File: config.mk
export PLATFORM = sky130hd
export DESIGN_NAME = parity_seq_ctrl_flat
export DESIGN_NICKNAME = d
export VERILOG_FILES = /design/src/rtl/parity_pkg.sv /design/src/rtl/parity_if.sv /design/src/rtl/parity_bit_acc.sv /design/src/rtl/parity_seq_ctrl.sv /design/src/flat_wrapper.sv
export SDC_FILE = /design/constraint.sdc
export NUM_CORES = 1
export LEC_CHECK = 0
export ABC_AREA = 0
export BUFFER_PORTS_ARGS = -buffer_cell sky130_fd_sc_hd__buf_2
export CELL_PAD_IN_SITES_DETAIL_PLACEMENT = 1
export CELL_PAD_IN_SITES_GLOBAL_PLACEMENT = 2
export CORE_UTILIZATION = 35
export DETAILED_ROUTE_END_ITERATION = 7
export GPL_ROUTABILITY_DRIVEN = 0
export MAX_ROUTING_LAYER = met4
export PLACE_DENSITY_LB_ADDON = 0.1
export RECOVER_POWER = 100
export SLEW_MARGIN = 5
export SYNTH_ARGS = -nofsm -noshare
export SYNTH_HDL_FRONTEND = slang
export SYNTH_HIERARCHICAL = 1
export SYNTH_SLANG_ARGS = --single-unit
export TNS_END_PERCENT = 20
File: constraint.sdc
create_clock -name clk -period 4.7 [get_ports clk]
set_clock_uncertainty 0.05 [all_clocks]
set_input_delay 0.235 -clock clk [delete_from_list [all_inputs] [get_ports clk]]
set_output_delay 0.235 -clock clk [all_outputs]
set_load 0.02 [all_outputs]
File: src/rtl/parity_pkg.sv
// Shared types and constants for the even-parity sequencing controller.
package parity_pkg;

  typedef enum logic [1:0] {
    IDLE  = 2'd0,
    SHIFT = 2'd1,
    DONE  = 2'd2
  } state_t;

  localparam logic MODE_GEN = 1'b0;
  localparam logic MODE_CHK = 1'b1;

endpackage

File: src/rtl/parity_if.sv
// Word-in / result-out valid-ready bundle for parity_seq_ctrl.
interface parity_if #(
  parameter int DATA_W = 8
);

  logic          in_valid;
  logic          in_ready;
  logic [DATA_W:0] in_data;
  logic          mode;
  logic          out_valid;
  logic          out_ready;
  logic [DATA_W:0] out_frame;
  logic          out_err;

  modport master (
    output in_valid,
    output in_data,
    output mode,
    output out_ready,
    input  in_ready,
    input  out_valid,
    input  out_frame,
    input  out_err
  );

  modport slave (
    input  in_valid,
    input  in_data,
    input  mode,
    input  out_ready,
    output in_ready,
    output out_valid,
    output out_frame,
    output out_err
  );

endinterface

File: src/rtl/parity_bit_acc.sv
// Serial XOR accumulator: folds one bit per enabled cycle into parity.
module parity_bit_acc (
  input  logic clk,
  input  logic rst_n,
  input  logic clear,
  input  logic enable,
  input  logic data_bit,
  output logic parity
);

  always_ff @(posedge clk or negedge rst_n) begin
    if (!rst_n)
      parity <= 1'b0;
    else if (clear)
      parity <= 1'b0;
    else if (enable)
      parity <= parity ^ data_bit;
  end

endmodule

File: src/rtl/parity_seq_ctrl.sv
// Sequencer walking words bit-serially through the parity accumulator
// to generate or check even parity, with a saturating error count.
module parity_seq_ctrl
  import parity_pkg::*;
#(
  parameter int DATA_W    = 8,
  parameter int ERR_CNT_W = 8
) (
  input  logic                 clk,
  input  logic                 rst_n,
  parity_if.slave              bus,
  input  logic                 err_clr,
  output logic [ERR_CNT_W-1:0] err_count,
  output logic                 busy
);

  localparam int CNT_W = $clog2(DATA_W + 2);

  state_t           state;
  state_t           state_nx;
  logic [DATA_W:0]  sh;
  logic [DATA_W:0]  cap;
  logic [CNT_W-1:0] cnt;
  logic [CNT_W-1:0] last;
  logic             mode_q;
  logic             acc_clr;
  logic             acc_en;
  logic             acc_par;
  logic             in_rdy;
  logic             out_vld;
  logic             in_hs;
  logic             out_hs;
  logic             err;

  // Check mode folds the received parity bit in as well.
  assign last = (mode_q == MODE_CHK) ? CNT_W'(DATA_W)
                                     : CNT_W'(DATA_W - 1);

  assign in_hs  = bus.in_valid && in_rdy;
  assign out_hs = out_vld && bus.out_ready;

  always_comb begin
    state_nx = state;
    in_rdy   = 1'b0;
    out_vld  = 1'b0;
    acc_clr  = 1'b0;
    acc_en   = 1'b0;
    unique case (state)
      IDLE: begin
        in_rdy = 1'b1;
        if (bus.in_valid) begin
          acc_clr  = 1'b1;
          state_nx = SHIFT;
        end
      end
      SHIFT: begin
        acc_en = 1'b1;
        if (cnt == last)
          state_nx = DONE;
      end
      DONE: begin
        out_vld = 1'b1;
        if (bus.out_ready)
          state_nx = IDLE;
      end
      default: state_nx = IDLE;
    endcase
  end

  always_ff @(posedge clk or negedge rst_n) begin
    if (!rst_n)
      state <= IDLE;
    else
      state <= state_nx;
  end

  always_ff @(posedge clk or negedge rst_n) begin
    if (!rst_n) begin
      sh     <= '0;
      cap    <= '0;
      cnt    <= '0;
      mode_q <= MODE_GEN;
    end else if (in_hs) begin
      sh     <= bus.in_data;
      cap    <= bus.in_data;
      cnt    <= '0;
      mode_q <= bus.mode;
    end else if (state == SHIFT) begin
      sh  <= sh >> 1;
      cnt <= cnt + 1'b1;
    end
  end

  parity_bit_acc u_acc (
    .clk      (clk),
    .rst_n    (rst_n),
    .clear    (acc_clr),
    .enable   (acc_en),
    .data_bit (sh[0]),
    .parity   (acc_par)
  );

  // acc and cap are frozen while in DONE, so the result holds under stall.
  assign err = out_vld && (mode_q == MODE_CHK) && acc_par;

  always_comb begin
    bus.out_frame = '0;
    if (out_vld) begin
      if (mode_q == MODE_CHK)
        bus.out_frame = cap;
      else
        bus.out_frame = {acc_par, cap[DATA_W-1:0]};
    end
  end

  assign bus.in_ready  = in_rdy;
  assign bus.out_valid = out_vld;
  assign bus.out_err   = err;
  assign busy          = (state != IDLE);

  always_ff @(posedge clk or negedge rst_n) begin
    if (!rst_n)
      err_count <= '0;
    else if (err_clr)
      err_count <= '0;
    else if (out_hs && err && (err_count != '1))
      err_count <= err_count + 1'b1;
  end

endmodule
File: src/flat_wrapper.sv
// flat-port wrapper written by rule: the top's interface ports become plain ports
module parity_seq_ctrl_flat import parity_pkg::*;
#(
  parameter int DATA_W    = 8,
  parameter int ERR_CNT_W = 8
)
  (clk, rst_n, err_clr, err_count, busy, bus_in_valid, bus_in_data, bus_mode, bus_out_ready, bus_in_ready, bus_out_valid, bus_out_frame, bus_out_err);
  parity_if #(.DATA_W(DATA_W)) bus_i ();
  input  logic clk;
  input  logic rst_n;
  input  logic err_clr;
  output logic [ERR_CNT_W-1:0] err_count;
  output logic busy;
  input wire logic [$bits(bus_i.in_valid)-1:0] bus_in_valid;
  input wire logic [$bits(bus_i.in_data)-1:0] bus_in_data;
  input wire logic [$bits(bus_i.mode)-1:0] bus_mode;
  input wire logic [$bits(bus_i.out_ready)-1:0] bus_out_ready;
  output wire logic [$bits(bus_i.in_ready)-1:0] bus_in_ready;
  output wire logic [$bits(bus_i.out_valid)-1:0] bus_out_valid;
  output wire logic [$bits(bus_i.out_frame)-1:0] bus_out_frame;
  output wire logic [$bits(bus_i.out_err)-1:0] bus_out_err;
  assign bus_i.in_valid = bus_in_valid;
  assign bus_i.in_data = bus_in_data;
  assign bus_i.mode = bus_mode;
  assign bus_i.out_ready = bus_out_ready;
  assign bus_in_ready = bus_i.in_ready;
  assign bus_out_valid = bus_i.out_valid;
  assign bus_out_frame = bus_i.out_frame;
  assign bus_out_err = bus_i.out_err;
  parity_seq_ctrl #(.DATA_W(DATA_W), .ERR_CNT_W(ERR_CNT_W)) u_core (.clk(clk), .rst_n(rst_n), .bus(bus_i), .err_clr(err_clr), .err_count(err_count), .busy(busy));
endmodule
; Word-level counts from Yosys, hierarchy flattened
; Index checks and enable logic that the tools add are counted.
[word_totals]
wordCells = 49
output_inout_bits = 21
input_bits = 15
regBits = 34
[op_classes]
n_reduce_logical = 12
eq_ne = 7
mux = 20
n_addsub = 2
bitwise_logic = 1
[ops]
columns = operator, count
row1 = two-way mux 9 bit, 4
row2 = two-way mux 8 bit, 2
row3 = two-way mux 4 bit, 3
row4 = adder 8 x 1 -> 8 bit (second input constant), 1
row5 = != test 8 bit (second input constant), 1
row6 = nonzero test 2 bit, 4
row7 = two-way mux 1 bit, 7
row8 = logical AND 1 bit, 6
row9 = two-way mux 2 bit, 3
row10 = case mux 2 bit (3 select lines), 1
row11 = adder 4 x 1 -> 4 bit (second input constant), 1
row12 = == test 4 bit, 1
row13 = != test 2 bit (second input constant), 2
row14 = AND reduction 3 bit, 1
row15 = == test 2 x 1 -> 1 bit (second input constant), 1
row16 = == test 2 bit (second input constant), 1
row17 = logical NOT 2 bit, 1
row18 = != test 2 x 1 -> 1 bit (second input constant), 1
row19 = XOR 1 bit, 1

; Depth between registers and ports, before layout
; Gate-level depths: netlist (run 1).
[logic_depth]
ltp_word = 8
depth_mapped = 6
depth_no_buf = 5

; Hierarchy
; Netlist (run 1), hierarchy kept.
[by_module_without_submodules]
columns = mod, seq_area_each_um2, area_each_um2, cells_each, instances
row1 = parity_seq_ctrl, 825.8, 1545.2, 158, 1
row2 = parity_bit_acc, 25.0, 51.3, 4, 1

; Least setup slack after synthesis (run 1)
; No wires, ideal clock.
[synth_path]
path_kind = register to register
from = register u_core.state[0]
to = register u_core.err_count[4]
required_time_ns = 4.525
setup_time_ns = 0.125
stages_incl_launch_ff = 6
synth_period_minus_slack_ns = 1.560
t_arrival_ns = 1.385
path_slack_ns = 3.140
n_path_buf = 1
path_cell_list = dfrtp_1 > and4b_1 > buf_4 > and4_4 > nand3_2 > mux2_4
[synth_via]
elab_chain_len = 7
word_cells_on_any_way = 8
cone_classes = 1 x eq/ne / 1 x mux / 6 x reduce/logical
[synth_lines]
columns = element, line
row1 = from (decl), parity_seq_ctrl.sv:19  ; state_t state;
row2 = from (signal assigned), parity_seq_ctrl.sv:74  ; state <= state_nx;
row3 = == test 2 bit, parity_seq_ctrl.sv:48  ; unique case (state)
row4 = two-way mux 1 bit, parity_seq_ctrl.sv:48
row5 = logical AND 1 bit (2 in series), parity_seq_ctrl.sv:104  ; assign err = out_vld && (mode_q == MODE_CHK) && acc_par;
row6 = via bus_out_err, flat_wrapper.sv:21  ; output wire logic [$bits(bus_i.out_err)-1:0] bus_out_err;
row7 = logical AND 1 bit (2 in series), parity_seq_ctrl.sv:126  ; else if (out_hs && err && (err_count != '1))
row8 = nonzero test 2 bit (no line), n/a
row9 = to (signal assigned), parity_seq_ctrl.sv:127  ; err_count <= err_count + 1'b1;
row10 = to (decl), parity_seq_ctrl.sv:13  ; output logic [ERR_CNT_W-1:0] err_count,
; The timed path passes the listed nets, and every way through them passes these cells.
; A chain may end at the register's enable or synchronous reset.

; Final worst setup path (run 1)
[layout_path]
from = register u_core.state[0]
to = register u_core.sh[2]
[layout_via]
elab_chain_len = 4
word_cells_on_any_way = 6
cone_classes = 1 x eq/ne / 2 x mux / 3 x reduce/logical
[layout_lines]
columns = element, line
row1 = logical NOT 2 bit, parity_seq_ctrl.sv:48
row2 = two-way mux 1 bit, parity_seq_ctrl.sv:48
row3 = logical AND 1 bit, parity_seq_ctrl.sv:39  ; assign in_hs = bus.in_valid && in_rdy;
row4 = two-way mux 9 bit / nonzero test 2 bit (equally long branches), n/a
row5 = to (signal assigned), parity_seq_ctrl.sv:84  ; sh <= bus.in_data;
row6 = to (signal assigned), parity_seq_ctrl.sv:89  ; sh <= sh >> 1;
row7 = to (decl), parity_seq_ctrl.sv:21  ; logic [DATA_W:0] sh;
; Several ways; a longest one is shown, not always the timed one.

==> reports/qor.txt, run 1 <==
status: finished with violations
failing checks: capacitance limit, slew limit
slowest CP cell: inv_1
vias in the first global route: 1342
P_int: 0.619 mW
Post-DRT Antenna Nets: 0
Critical Path RT: 4.85 ns
width of the die: 69.5 µm
Post-CTS Resized: 0
Unique masters post-synth: 38
synth warn: 6
setup TNS: 0 ns
total power: 0.959 mW
Netlist Area Pre-Place: 1600 µm²
Slew Limit Fails: 35
Peak supply drop: 156 µV
Final setup viols: 0
HP Class: in2reg
H-tree Lvls: 2
RSZ-0062 raised after global routing: false
Max-slew headroom: -0.233
initial DRC count: 38
Post-synth EDFFs: 0
number of antenna violations at the first check in global routing: 0
Seq pwr share: 0.480
via count: 1295
switching pwr: 0.340 mW
first-pass GRT wire length: 6.26 mm
synthesized instance count: 162
Clock Latency Late Sink: 0.28 ns
Post-synth ARST share: 1.00
CORE AREA: 4380 µm²
Die ar.: 4840 µm²
drt total wl: 3.75 mm
largest net degree at the start of global routing: 35
clock tree buffer depth: 2
Synth Flop Type: dfrtp_1
LEAKAGE: 0.905 nW
vias per inst: 5.18
Inserted Diodes: 0
DRT Pass-1 Iters: 4
Final Critical Period: 1.97 ns
share of layout cells above drive strength 1: 0.141
Rows: 24
sequential share of the synthesized area: 0.533
Switching Fraction: 0.354
GR Util All Layers: 0.175
initial core utilization: 0.364
Max stage delay on crit path: 0.60 ns
maximum clock rate: 508 MHz
worst-margin pin slew: 1.85 ns
average cell area after synthesis: 9.86 µm²
root buf cell: clkbuf_8
grt ovf: 0
Worst-path clk slew: 0.07 ns
CP startpoint kind: register
die height: 69.5 µm
# fillers: 540
max_cap viols: 1
Crit path top cell by count: nand2_1
Residual DRC: 0
Pwr per Cell Area: 517 nW/µm²
endpoints failing hold: 0
crit-path max FO: 21
cts hold-fix bufs: 0
critical path class: reg2reg
DP HPWL: 2.63 mm
clock power share: 0.232
Avg WL per Cell: 15.0 µm
combinational power share: 0.288
num ports: 36
arrival time at the worst endpoint: 2.12 ns
IO buf count: 35
Cell Chain, Critical Path: nor2_1, nand2_1, inv_1, nand2_1, o21ai_0
clock buffer count from CTS: 5
crit end category: register
area delta synth->final: 16.2%
Setup Buffers After CTS: 0
CTS tree: yes
fin crit share: 0.419
Num Clock Sinks: 34
syn nets: 179
count of nets after finishing: 214
Yosys reg bits: 34
## cells in the mapped netlist (3+ instances only)
cell,instances,area share
inv_1,4,0.0094
dfrtp_1,34,0.53
nand2_1,36,0.085
nor2_1,6,0.014
mux2i_1,10,0.063
buf_2,4,0.013
and2_1,8,0.031
o21ai_0,13,0.041
nor3_1,3,0.0094
nand3_1,6,0.019
a21oi_1,4,0.013
o211ai_1,3,0.014
## flip-flops by register name, indices dropped and copies added (netlist names)
signal	cells
u_core/err_count	8
u_core/state	2
u_core/cnt	4
u_core/u_acc/parity	1
u_core/sh	9
u_core/mode_q	1
u_core/cap	9
## per-stage QoR
step                      hold slack [ns]  setup slack, ns  cell area [µm²]  cells  utilization
final                              0.0920             2.73             1860    250        0.423
after global routing                0.102             2.49             1860    250        0.423
after CTS                         0.00779             2.67             1890    250        0.432
after detailed placement            0.319             2.69             1800    242        0.411
after global placement              0.311             2.81             1800    242        0.411
after floorplan                    -0.111             3.14             1600    162            -
## worst paths after layout
path / startpoint / endpoint / slack [ns] / cells after the start
max: u_core/state[0]$_DFFE_PN0P_ / u_core/sh[2]$_DFFE_PN0P_ / 2.73 / 5
min: bus_mode / u_core/mode_q$_DFFE_PN0P_ / 0.09 / 3
max reg2reg: u_core/state[0]$_DFFE_PN0P_ / u_core/sh[2]$_DFFE_PN0P_ / 2.73 / 5
min reg2reg: u_core/cap[6]$_DFFE_PN0P_ / u_core/cap[6]$_DFFE_PN0P_ / 0.43 / 2
max in group asynchronous: rst_n / u_core/state[1]$_DFFE_PN0P_ / 3.14 / 1
min in group asynchronous: rst_n / u_core/sh[8]$_DFFE_PN0P_ / 0.40 / 1
## worst max-delay path: cells and delay by family (launching register included)
kind	cells	cell delay, ns
and+or+nand+nor	3	0.73
DFF	1	0.41
buffers and inverters	1	0.60
AOI/OAI and AO/OA	1	0.10
## power by group through the flow
stage,sequential [mW],combinational (mW),clock (mW)
final,0.461,0.276,0.222
after global routing,0.474,0.319,0.245
after CTS,0.462,0.291,0.231
after detailed placement,0.466,0.290,0
after global placement,0.461,0.278,0
after floorplan,0.443,0.227,0
## cells by family after synthesis
kind of cell	Yosys count	share of synthesized area
xor+xnor	1	0.00549
flops	34	0.533
simple gates	74	0.230
fa+ha+maj	2	0.0157
buf+inv	11	0.0313
mux	11	0.0721
compound gates	29	0.113
## area by class of cell
cell class                      instances  area (µm²)  area share
Inverter                                4        15.0     0.00809
Sequential cell                        34         851       0.459
Timing Repair Buffer                   35         154      0.0829
Multi-Input combinational cell        117         679       0.366
Tap cell                               52        65.1      0.0351
Clock inverter                          1        5.00     0.00270
Clock buffer                            7        86.3      0.0465
## metal layers
metal	GRT usage	wire length, µm
met1	0.189	1630
met5	-	0
met4	0.0884	86
met2	0.296	1870
met3	0.0480	162
## cell usage in the layout, fill, tap and decap left out, drive strengths merged
| cell | n |
|---|---|
| and4b | 1 |
| and4 | 1 |
| nand2b | 2 |
| xor2 | 1 |
| and3 | 2 |
| nand3b | 1 |
| nor4b | 1 |
| o31ai | 1 |
| nor2b | 2 |
| o22ai | 1 |
| nor3 | 3 |
| ha | 2 |
| clkbuf | 24 |
| clkinv | 1 |
| nand4 | 1 |
| a21oi | 5 |
| a311oi | 1 |
| o21ai | 13 |
| dfrtp | 34 |
| or3 | 1 |
| a21bo | 1 |
| a31oi | 1 |
| mux2i | 10 |
| nand2 | 36 |
| mux2 | 1 |
| and2 | 8 |
| nor2 | 6 |
| nand3 | 8 |
| a211oi | 1 |
| inv | 4 |
| o211ai | 3 |
| buf | 18 |
| a21o | 1 |
| or2 | 1 |
| o21ba | 1 |
Power figures use the tool's default switching activity.
==> run 2: changes to the inputs <==
--- a/config.mk
+++ b/config.mk
@@ -9,7 +9,7 @@
 export BUFFER_PORTS_ARGS = -buffer_cell sky130_fd_sc_hd__buf_2
 export CELL_PAD_IN_SITES_DETAIL_PLACEMENT = 1
 export CELL_PAD_IN_SITES_GLOBAL_PLACEMENT = 2
-export CORE_UTILIZATION = 35
+export CORE_UTILIZATION = 32
 export DETAILED_ROUTE_END_ITERATION = 7
 export GPL_ROUTABILITY_DRIVEN = 0
 export MAX_ROUTING_LAYER = met4
==> constraint.sdc (replaced) <==
create_clock -name clk -period 2 [get_ports clk]
set_clock_uncertainty 0.05 [all_clocks]
set_input_delay 0.1 -clock clk [delete_from_list [all_inputs] [get_ports clk]]
set_output_delay 0.1 -clock clk [all_outputs]
set_load 0.02 [all_outputs]
==> run 2 against run 1 <==
Compared with the run above: sequential share of layout area down 3.8 points; setup slack worse by 2.4 ns; the flow now finishes without violations; total power up 150%; via count up 3.2%; clock power rose to 2.8 times the previous value; core utilization up 0.20 points; register-to-register slack worse by 2.4 ns; worst hold slack worse by 0.071 ns; cell count up 12%; die area up 9.1%; global-route usage up 0.19 points; critical endpoint is now bus_out_frame[4].
==> reports/qor.txt, run 2 (synthesis gave the netlist of run 1 again) <==
status: finished clean
most frequent cells in the layout: nand2_1, dfrtp_1, buf_2
combinational power share: 0.290
first-pass GRT wire length: 6.62 mm
cts hold-fix bufs: 11
clock buffer count from CTS: 5
Post-DRT Antenna Nets: 0
endpoints failing hold: 0
commonest non-fill, non-tap cell in the layout: nand2_1
worst-margin pin slew: 0.857 ns
RSZ-0062 raised after global routing: false
hold-critical path endpoint: u_core/state[1]$_DFFE_PN0P_
pre-CTS setup slack: 0.375 ns
crit-path max FO: 9
GRT met1 Usage: 0.189
Die ar.: 5280 µm²
vias in the first global route: 1384
P_int: 1.55 mW
Hold Path Origin: bus_out_ready
Inserted Diodes: 0
layer with the highest usage: met2
switching pwr: 0.832 mW
Switching Fraction: 0.349
H-tree Lvls: 2
grt ovf: 0
Avg WL per Cell: 14.1 µm
RR Startpoint: u_core/state[0]$_DFFE_PN0P_
root buf cell: clkbuf_8
crit end category: output port
setup TNS: 0 ns
slowest CP cell: dfrtp_1
number of antenna violations at the first check in global routing: 0
initial core utilization: 0.336
Cell Chain, Critical Path: nand2b_1, inv_1, and2_1, clkbuf_1
Post-CTS Resized: 0
critical path class: reg2out
total power: 2.39 mW
fin crit share: 0.852
vias per inst: 4.79
drt total wl: 3.95 mm
clock power share: 0.258
share of layout cells above drive strength 1: 0.156
WHS Path Cells: 2
Peak supply drop: 472 µV
Reg2Reg Setup Slack: 0.35 ns
max_cap viols: 0
utilization after layout: 0.425
Seq pwr share: 0.452
clock tree buffer depth: 2
CTS tree: yes
GR Layer Usage met3: 0.0470
Clock Latency Late Sink: 0.29 ns
LEAKAGE: 0.977 nW
die height: 72.6 µm
Num Clock Sinks: 34
IO buf count: 35
largest net degree at the start of global routing: 35
GR Util All Layers: 0.177
Critical Path RT: 1.85 ns
num ports: 36
arrival time at the worst endpoint: 1.55 ns
registers with the most flip-flops: u_core/cap: 9 flops, u_core/sh: 9 flops, u_core/err_count: 8 flops
Pwr per Cell Area: 1180 nW/µm²
Reg2Reg Depth: 4
Final setup viols: 0
width of the die: 72.6 µm
count of nets after finishing: 228
Rows: 25
area delta synth->final: 26.6%
grt met2 use: 0.308
slack of the critical path: 0.296 ns
via count: 1336
HP Class: in2reg
Residual DRC: 0
CORE AREA: 4750 µm²
maximum clock rate: 587 MHz
DRT Pass-1 Iters: 4
Placed Cells incl. Taps: 260
Max stage delay on crit path: 0.40 ns
initial DRC count: 36
post-route insts no fill: 279
# fillers: 578
FF-to-FF End: u_core/err_count[5]$_DFFE_PN0P_
Max-slew headroom: 0.429
CP startpoint kind: register
Final Critical Period: 1.70 ns
Setup Buffers After CTS: 0
DP HPWL: 2.71 mm
Slew Limit Fails: 0
Worst-path clk slew: 0.08 ns
run 2: cell count changes in the layout (fill, tap and decap cells not counted), sizes merged:
cell and delta:
clkinv -1, buf +2, dlygate4sd3 +11, clkbuf +2
run 2: per-stage QoR:
stage / hold WS (ns) / instance area (µm²)
2_1_floorplan: -0.246 / 1600
3_3_place_gp: 0.174 / 1840
3_5_place_dp: 0.187 / 1840
4_1_cts: 0.0311 / 2060
5_1_grt: 0.0239 / 2020
6_report: 0.0213 / 2020
run 2: critical path: cells and delay by family, from the launching register on:
| kind | cells | cell delay, ns |
|---|---|---|
| buffers and inverters | 2 | 0.49 |
| flip-flops | 1 | 0.40 |
| AND/OR/NAND/NOR | 2 | 0.37 |
run 2: power groups by stage:
stage	combinational (mW)	clock [mW]	sequential (mW)
2_1_floorplan	0.533	0	1.04
3_3_place_gp	0.683	0	1.08
3_5_place_dp	0.717	0	1.10
4_1_cts	0.739	0.637	1.08
5_1_grt	0.809	0.665	1.11
6_report	0.692	0.615	1.08
run 2: area by class of cell:
type	instances	area (µm²)	share of cell area
clock buffer	8	110	0.0545
sequential	34	851	0.421
inverter	4	15.0	0.00743
timing repair buffer	49	283	0.140
multi-input combinational	117	679	0.336
tap	67	83.8	0.0415
run 2: per-layer routing:
layer	routed length (µm)	vias to the layer above
li1	-	649
met1	1660	649
met2	2040	32
met3	182	6
met4	59	0
met5	0	-
run 2: worst max path at each step:
stage	start	end	slack (ns)	cells after the start
floorplan	u_core/state[0]$_DFFE_PN0P_	u_core/err_count[4]$_DFFE_PN0P_	0.44	5
global placement	u_core/state[0]$_DFFE_PN0P_	u_core/err_count[4]$_DFFE_PN0P_	0.45	4
detailed placement	u_core/state[0]$_DFFE_PN0P_	u_core/err_count[5]$_DFFE_PN0P_	0.37	4
CTS	u_core/state[0]$_DFFE_PN0P_	bus_out_frame[3]	0.34	4
global route	u_core/state[0]$_DFFE_PN0P_	bus_out_frame[4]	0.19	4
finish	u_core/state[0]$_DFFE_PN0P_	bus_out_frame[4]	0.30	4
==> run 3: changes to the inputs <==
--- a/config.mk
+++ b/config.mk
@@ -9,6 +9,8 @@
 export BUFFER_PORTS_ARGS = -buffer_cell sky130_fd_sc_hd__buf_2
 export CELL_PAD_IN_SITES_DETAIL_PLACEMENT = 1
 export CELL_PAD_IN_SITES_GLOBAL_PLACEMENT = 2
+export CORE_ASPECT_RATIO = 0.8
+export CORE_MARGIN = 3
 export CORE_UTILIZATION = 32
 export DETAILED_ROUTE_END_ITERATION = 7
 export GPL_ROUTABILITY_DRIVEN = 0
==> run 3 against run 2 <==
Compared with the run above: routed wire length is 3.2% lower; maximum frequency rose by 4.0%; setup slack better by 0.066 ns; via count up 0.37%; global-route usage decreased by 3.1 points; cell count decreased by 2.9%; first-iteration DRC count fell by 36%; core utilization decreased by 0.39 points; register-to-register slack better by 0.04 ns; clock-buffer cell count fell by 1; sequential cell count is the same; die area grew 11%; critical endpoint unchanged; largest cell class unchanged.
==> reports/qor.txt, run 3 (synthesis gave the netlist of run 1 again) <==
critical path class: reg2out
maximum clock rate: 610 MHz
M1 wire length: 1.85 mm
registers with the most flip-flops: u_core/cap: 9 flops, u_core/sh: 9 flops, u_core/err_count: 8 flops
root buf cell: clkbuf_8
max_cap viols: 0
Cell Chain, Critical Path: nand2b_1, inv_1, and2_1, clkbuf_1
CP top delay family: buffers and inverters
slack of the critical path: 0.362 ns
register area: 851 µm²
pre-CTS setup slack: 0.417 ns
largest net degree at the start of global routing: 35
Max stage delay on crit path: 0.40 ns
number of antenna violations at the first check in global routing: 0
Clock Latency Late Sink: 0.28 ns
Pwr per Cell Area: 1150 nW/µm²
DP HPWL: 2.70 mm
CP startpoint kind: register
Min Hold Slack: 0.0108 ns
IO buf count: 35
Post-DRT Antenna Nets: 0
area delta synth->final: 24.2%
GR Util All Layers: 0.146
H-tree Lvls: 2
initial core utilization: 0.339
Worst-path clk slew: 0.07 ns
Final setup viols: 0
Inserted Diodes: 0
slowest CP cell: dfrtp_1
setup TNS: 0 ns
endpoints failing hold: 0
Crit path buffers/inverters: 2
Slew Limit Fails: 0
DR WL met3: 169 µm
Num Clock Sinks: 34
die height: 69.2 µm
Top Layer Used: met4
width of the die: 85.0 µm
CP startpoint: u_core/state[0]$_DFFE_PN0P_
fin crit share: 0.819
Setup Buffers After CTS: 0
met2 wire len: 1.77 mm
Avg WL per Cell: 14.1 µm
arrival time at the worst endpoint: 1.49 ns
Peak supply drop: 420 µV
drt total wl: 3.82 mm
crit-path max FO: 9
via count: 1341
worst-margin pin slew: 0.838 ns
DRT Pass-1 Iters: 4
Rows: 22
area of the multi-input gates: 679 µm²
first-pass GRT wire length: 6.72 mm
Die ar.: 5880 µm²
Residual DRC: 0
vias per inst: 4.95
clock buffer count from CTS: 5
Hold Path Origin: bus_in_data[6]
count of nets after finishing: 227
initial DRC count: 23
# fillers: 561
CTS tree: yes
commonest non-fill, non-tap cell in the layout: nand2_1
share of layout cells above drive strength 1: 0.147
num ports: 36
Critical Path RT: 1.85 ns
Max-slew headroom: 0.441
CORE AREA: 4710 µm²
HP Class: in2reg
Final Critical Period: 1.64 ns
crit end category: output port
status: finished clean
vias in the first global route: 1427
RSZ-0062 raised after global routing: false
most frequent cells in the layout: nand2_1, dfrtp_1, clkbuf_1, buf_2, o21ai_0
RR Startpoint: u_core/state[0]$_DFFE_PN0P_
clock tree buffer depth: 2
LEAKAGE: 0.960 nW
grt ovf: 0
## run 3: cell types whose count changed in the layout (fill, tap and decap cells not counted), sizes merged
cell / delta
buf: -1
clkinv: +1
dlygate4sd3: -1
## run 3: tightest hold or removal path: cells and delay by family
kind	cells	cell delay, ns
buf+inv	1	0.08
simple gates	2	0.13
## run 3: per-stage QoR
step	cell area, µm²	std cells	power (mW)	util
4_1_cts	2030	271	2.35	0.430
5_1_grt	1980	271	2.48	0.421
2_1_floorplan	1600	162	1.57	-
6_report	1980	271	2.28	0.421
3_5_place_dp	1830	253	1.80	0.390
3_3_place_gp	1830	253	1.75	0.390
## run 3: repair_timing
item	4_1_cts	5_1_grt
resized for setup	0	0
hold buffers	10	0
endpoints found under the hold margin	46	0
## run 3: power by group
part	leakage, nW	internal, mW	switching, mW
logic	0.473	0.286	0.403
registers	0.439	0.922	0.153
clock network	0.0482	0.278	0.239
total	0.960	1.49	0.795
## run 3: per-layer routing
layer,vias to the layer above,GRT usage
met5,-,-
met4,0,0.0422
met3,4,0.0356
met2,35,0.232
met1,652,0.186
li1,650,-
## run 3: worst paths after layout
kind                                                   end  slack, ns  depth (start not counted)
max                                       bus_out_frame[4]       0.36                          4
min                              u_core/cap[6]$_DFFE_PN0P_       0.01                          3
max reg2reg                u_core/err_count[4]$_DFFE_PN0P_       0.39                          4
min reg2reg                      u_core/cap[0]$_DFFE_PN0P_       0.42                          2
max in group asynchronous        u_core/cap[4]$_DFFE_PN0P_       0.97                          2
min in group asynchronous  u_core/err_count[3]$_DFFE_PN0P_       0.40                          2
## run 3: area by class of cell
type	instances	share of cell area
clock buffer	7	0.0435
clock inverter	1	0.00252
inverter	4	0.00757
multi-input combinational	117	0.343
sequential	34	0.429
tap	60	0.0379
timing repair buffer	48	0.137
